--- src/rtl/reg_sequencer_pkg.sv ---
// Shared encodings for the register sequencer: register commands, user ops, FSM states.
// Pure constants and one helper; no logic of its own.
package reg_ctrl_pkg;

  localparam logic [2:0] CMD_HOLD   = 3'b000;
  localparam logic [2:0] CMD_LOAD   = 3'b001;
  localparam logic [2:0] CMD_SHIFTR = 3'b010;
  localparam logic [2:0] CMD_SHIFTL = 3'b011;
  localparam logic [2:0] CMD_RESET  = 3'b100;

  localparam logic [2:0] OP_ADD = 3'b000;
  localparam logic [2:0] OP_SUB = 3'b001;
  localparam logic [2:0] OP_SHR = 3'b010;
  localparam logic [2:0] OP_SHL = 3'b011;
  localparam logic [2:0] OP_CLR = 3'b100;
  localparam logic [2:0] OP_LDX = 3'b101;

  typedef enum logic [2:0] {
    ST_IDLE  = 3'd0,
    ST_LDX   = 3'd1,
    ST_ALU   = 3'd2,
    ST_MOVZ  = 3'd3,
    ST_SHIFT = 3'd4,
    ST_CLR   = 3'd5,
    ST_DONE  = 3'd6
  } state_t;

  function automatic logic [2:0] shift_cmd(input logic [2:0] op);
    return (op == OP_SHL) ? CMD_SHIFTL : CMD_SHIFTR;
  endfunction

endpackage

--- src/rtl/reg_sequencer_if.sv ---
// Request/command bundle between user logic (master) and the sequencer (slave).
// No flow control beyond start/busy/done; start is ignored while busy.
interface reg_sequencer_if;

  logic       start;
  logic [2:0] op;
  logic [1:0] amount;
  logic [2:0] instrX;
  logic [2:0] instrY;
  logic [2:0] instrZ;
  logic [1:0] aluSel;
  logic       busy;
  logic       done;
  logic       err;

  modport master (
    output start, op, amount,
    input  instrX, instrY, instrZ, aluSel, busy, done, err
  );

  modport slave (
    input  start, op, amount,
    output instrX, instrY, instrZ, aluSel, busy, done, err
  );

endinterface

--- src/rtl/reg_sequencer.sv ---
// Expands one user op into per-cycle X/Y/Z/ALU commands; latency 1..4 cycles to done.
// One op in flight: start is only sampled in IDLE, no queueing.
module reg_sequencer
  import reg_ctrl_pkg::*;
(
  input  logic           clock,
  input  logic           reset_n,
  reg_sequencer_if.slave bus
);

  state_t     state, state_nxt;
  logic [1:0] cnt, cnt_nxt;
  logic [2:0] op_q, op_nxt;
  logic       err_q, err_nxt;

  always_ff @(posedge clock or negedge reset_n) begin
    if (!reset_n) begin
      state <= ST_IDLE;
      cnt   <= 2'd0;
      op_q  <= 3'd0;
      err_q <= 1'b0;
    end else begin
      state <= state_nxt;
      cnt   <= cnt_nxt;
      op_q  <= op_nxt;
      err_q <= err_nxt;
    end
  end

  always_comb begin
    state_nxt = state;
    cnt_nxt   = cnt;
    op_nxt    = op_q;
    err_nxt   = err_q;
    case (state)
      ST_IDLE: begin
        if (bus.start) begin
          op_nxt  = bus.op;
          err_nxt = 1'b0;
          case (bus.op)
            OP_ADD, OP_SUB: state_nxt = ST_ALU;
            OP_SHR, OP_SHL: begin
              cnt_nxt   = bus.amount;
              state_nxt = (bus.amount != 2'd0) ? ST_SHIFT : ST_DONE;
            end
            OP_CLR:  state_nxt = ST_CLR;
            OP_LDX:  state_nxt = ST_LDX;
            default: begin
              err_nxt   = 1'b1;
              state_nxt = ST_DONE;
            end
          endcase
        end
      end
      ST_LDX:  state_nxt = ST_DONE;
      ST_ALU:  state_nxt = ST_MOVZ;
      ST_MOVZ: state_nxt = ST_DONE;
      ST_SHIFT: begin
        // counter holds the shifts still to issue, including this cycle's
        cnt_nxt = cnt - 2'd1;
        if (cnt == 2'd1) state_nxt = ST_DONE;
      end
      ST_CLR:  state_nxt = ST_DONE;
      ST_DONE: state_nxt = ST_IDLE;
      default: state_nxt = ST_IDLE;
    endcase
  end

  always_comb begin
    bus.instrX = CMD_HOLD;
    bus.instrY = CMD_HOLD;
    bus.instrZ = CMD_HOLD;
    bus.aluSel = 2'b00;
    bus.busy   = (state != ST_IDLE);
    bus.done   = 1'b0;
    bus.err    = 1'b0;
    case (state)
      ST_LDX:   bus.instrX = CMD_LOAD;
      ST_ALU: begin
        bus.instrY = CMD_LOAD;
        bus.aluSel = op_q[1:0];
      end
      ST_MOVZ:  bus.instrZ = CMD_LOAD;
      ST_SHIFT: bus.instrZ = shift_cmd(op_q);
      ST_CLR: begin
        bus.instrX = CMD_RESET;
        bus.instrY = CMD_RESET;
        bus.instrZ = CMD_RESET;
      end
      ST_DONE: begin
        bus.done = 1'b1;
        bus.err  = err_q;
      end
      default: ;
    endcase
  end

endmodule

--- src/flat_wrapper.sv ---
// flat-port wrapper written by rule: the top's interface ports become plain ports
module reg_sequencer_flat import reg_ctrl_pkg::*;
  (clock, reset_n, bus_start, bus_op, bus_amount, bus_instrX, bus_instrY, bus_instrZ, bus_aluSel, bus_busy, bus_done, bus_err);
  reg_sequencer_if bus_i ();
  input  logic clock;
  input  logic reset_n;
  input wire logic [$bits(bus_i.start)-1:0] bus_start;
  input wire logic [$bits(bus_i.op)-1:0] bus_op;
  input wire logic [$bits(bus_i.amount)-1:0] bus_amount;
  output wire logic [$bits(bus_i.instrX)-1:0] bus_instrX;
  output wire logic [$bits(bus_i.instrY)-1:0] bus_instrY;
  output wire logic [$bits(bus_i.instrZ)-1:0] bus_instrZ;
  output wire logic [$bits(bus_i.aluSel)-1:0] bus_aluSel;
  output wire logic [$bits(bus_i.busy)-1:0] bus_busy;
  output wire logic [$bits(bus_i.done)-1:0] bus_done;
  output wire logic [$bits(bus_i.err)-1:0] bus_err;
  assign bus_i.start = bus_start;
  assign bus_i.op = bus_op;
  assign bus_i.amount = bus_amount;
  assign bus_instrX = bus_i.instrX;
  assign bus_instrY = bus_i.instrY;
  assign bus_instrZ = bus_i.instrZ;
  assign bus_aluSel = bus_i.aluSel;
  assign bus_busy = bus_i.busy;
  assign bus_done = bus_i.done;
  assign bus_err = bus_i.err;
  reg_sequencer u_core (.clock(clock), .reset_n(reset_n), .bus(bus_i));
endmodule
--- config.mk ---
export PLATFORM = sky130hd
export DESIGN_NAME = reg_sequencer_flat
export DESIGN_NICKNAME = d
export VERILOG_FILES = /design/src/rtl/reg_sequencer_pkg.sv /design/src/rtl/reg_sequencer_if.sv /design/src/rtl/reg_sequencer.sv /design/src/flat_wrapper.sv
export SDC_FILE = /design/constraint.sdc
export NUM_CORES = 1
export LEC_CHECK = 0
export BUFFER_PORTS_ARGS = -buffer_cell sky130_fd_sc_hd__buf_2
export CAP_MARGIN = 30
export CORE_MARGIN = 3
export CORE_UTILIZATION = 40
export DETAILED_ROUTE_END_ITERATION = 12
export PLACE_DENSITY = 0.67
export SETUP_SLACK_MARGIN = 0.15
export SYNTH_ARGS = -nofsm -noshare
export SYNTH_HDL_FRONTEND = slang
export SYNTH_SLANG_ARGS = --single-unit
--- constraint.sdc ---
create_clock -name clock -period 1.6 [get_ports clock]
set_clock_uncertainty 0.05 [all_clocks]
set_input_delay 0.32 -clock clock [delete_from_list [all_inputs] [get_ports clock]]
set_output_delay 0.32 -clock clock [all_outputs]
set_load 0.005 [all_outputs]
==> flow_summary.json <==
{
  "status": "finished, violations left",
  "violations": "negative setup slack",
  "track_usage_pct": 16.65,
  "crit_path_start_kind": "register",
  "area_growth_pct": 44.65,
  "r2r_cells": 5,
  "synth_cell_types": 31,
  "ir_drop_uv": 882.5,
  "antenna_cells": 0,
  "wl_met2_um": 741,
  "grt_overflow_total": 0,
  "synth.cell_area_sq_um": 596.8,
  "yosys_register_bits": 9,
  "whs_ps": 255.8,
  "place_area_sq_um": 715.7,
  "seq_area_frac_synth_pct": 37.74,
  "hpwl_mm": 1.085,
  "max_freq_mhz": 614.1,
  "htree_levels": 1,
  "via_count": 610,
  "grt_pass1_vias": 525,
  "drt_wl_total_mm": 1.545,
  "die_w_um": 44.63,
  "hold_path_depth": 2,
  "clock_path_buffers": 2,
  "clk_latency_ps": 270,
  "wl_met1_um": 691,
  "drv_slew": 0,
  "wire_per_inst_um": 13.67,
  "gp_congestion": 0.7834,
  "cts_tree": "built",
  "top_layer": "met4",
  "clk_pin_slew_worst_paths_ps": 70,
  "final_core_util_pct": 63.95,
  "wl_met3_um": 105,
  "powerDensity_nw_per_um2": 1812,
  "portBuffers": 19,
  "yosysTopAreaCell": "dfrtp_1",
  "arrival_ps": 1260,
  "drc_errors": 0,
  "drtIter0Drc": 20,
  "worst_slack_ps": -28.53,
  "cts_root_buf": "clkbuf_4",
  "design_area_sq_um": 863.3,
  "pin_count": 22,
  "rsz0062_at_grt": "yes",
  "initial_core_util_pct": 44.21,
  "grt_max_degree": 10,
  "antenna_found_initial": 0,
  "final-setup-viol-count": 2,
  "dieHeight_um": 44.63,
  "yosys-top-cells-area": "dfrtp_1, mux2_2, inv_1, nor4b_4, buf_4",
  "ant_nets": 0,
  "firstDrtPassIters": 4,
  "coreArea_sq_um": 1350,
  "layout_commonest_cell": "buf_2",
  "drive_gt1_share_pct": 53.06,
  "numCtsBuffers": 3,
  "ys_warn_count": 0,
  "hold_viol": 0,
  "finalPower_mw": 1.565,
  "synth_area_per_cell_sq_um": 9.182,
  "vias_per_cell": 5.398,
  "fin_nets": 108,
  "clock-sinks": 9,
  "power_leakage_nw": 0.4527,
  "synth_top_area_share_pct": 37.74,
  "criticalPathCategory": "register to output port",
  "num_rows": 13,
  "final_cell_mix": "buf_2, buf_4, inv_1, dfrtp_1, nand2_1",
  "max_cap_violations": 0,
  "crit_fanout": 5,
  "endpoint_kind": "output port",
  "hold_class": "input port to register",
  "grt_pass1_wl_mm": 2.387,
  "crit_required_ps": 1230,
  "finalCritPeriodShare_pct": 101.8,
  "fin_crit_ps": 1629,
  "dp_slack_ps": 55.10,
  "fp.dieArea_sq_um": 1991,
  "synthCells": 65
}
cell usage after synthesis (all sizes together):
cell type	count
nor4	1
o21a	1
nor2b	1
a211oi	1
mux2i	1
o311ai	2
a41o	1
nand3	1
a21oi	2
mux2	3
o221ai	1
and3b	1
buf	6
inv	8
a31oi	2
o32ai	1
nor2	3
nand4	2
o21ai	1
nand2	6
and3	2
and2	2
ha	1
conb	1
nor3	3
dfrtp	9
or3	1
nor4b	1
repair_timing:
item,CTS,global route
buffers inserted,6,3
hold buffers,1,0
pin swaps,6,0
endpoints found under the hold margin,9,0
gates resized for setup,10,7
setup endpoints to repair,15,17
cell families (layout without fill, tap and decap cells):
logic type / after synthesis / after routing / synth area share [%]
AO/OA/AOI/OAI: 12 / 12 / 14.68
other: 1 / 2 / 0.6283
multiplexers: 4 / 4 / 7.337
adder cells (fa/ha/maj): 1 / 1 / 2.096
AND/OR/NAND/NOR: 24 / 24 / 25.16
flip-flops: 9 / 9 / 37.74
buffers and inverters: 14 / 46 / 12.37
cell type report:
type,count,area (sq um)
fill,116,486.7
tap,15,18.77
timing repair buffer,34,217.7
multi-input combinational,43,337.8
inverter,8,32.53
clock buffer,3,22.52
clock inverter,1,5.005
sequential,9,229.0
state kept, by name, summed over array words and instances, names as in the netlist:
name and flops:
u_core.err_q 1, u_core.cnt 2, u_core.op_q 3, u_core.state 3
layer usage:
layer | vias up | track usage, %
met5 | - | 0
met4 | 0 | 3.012
met3 | 2 | 6.504
met2 | 23 | 24.07
met1 | 293 | 23.56
li1 | 292 | -
metrics by stage:
step / setup TNS, ps / std cells
3_3_place_gp: 0 / 99
4_1_cts: -11.15 / 110
6_report: -35.38 / 113
5_1_grt: -359.7 / 113
2_1_floorplan: 0 / 66
3_5_place_dp: 0 / 99
worst max-delay path, stage by stage (launching register included):
cell	delay, ps
dfrtp_2	450
nor2_4	130
nand2_2	60
o32ai_2	190
buf_2	150
report_power, final:
group          switching [mW]  internal [mW]  total (mW)
clock                  0.0895         0.0925       0.182
sequential              0.131          0.338       0.468
combinational           0.411          0.503       0.915
total                   0.631          0.933        1.56
path summary, 6_finish.rpt:
| path | slack, ps | start | endpoint |
|---|---|---|---|
| setup / recovery | -30 | u_core.state[1]$_DFFE_PN0P_ | bus_instrZ[0] |
| hold / removal | 260 | bus_op[0] | u_core.op_q[0]$_DFFE_PN0P_ |
| setup reg to reg | -10 | u_core.state[0]$_DFFE_PN0P_ | u_core.op_q[2]$_DFFE_PN0P_ |
| hold reg to reg | 500 | u_core.err_q$_DFFE_PN0P_ | u_core.err_q$_DFFE_PN0P_ |
| max in group asynchronous | 910 | reset_n | u_core.state[0]$_DFFE_PN0P_ |
| min in group asynchronous | 380 | reset_n | u_core.cnt[1]$_DFFE_PN0P_ |
No activity file was read; power rests on OpenSTA's default activity.
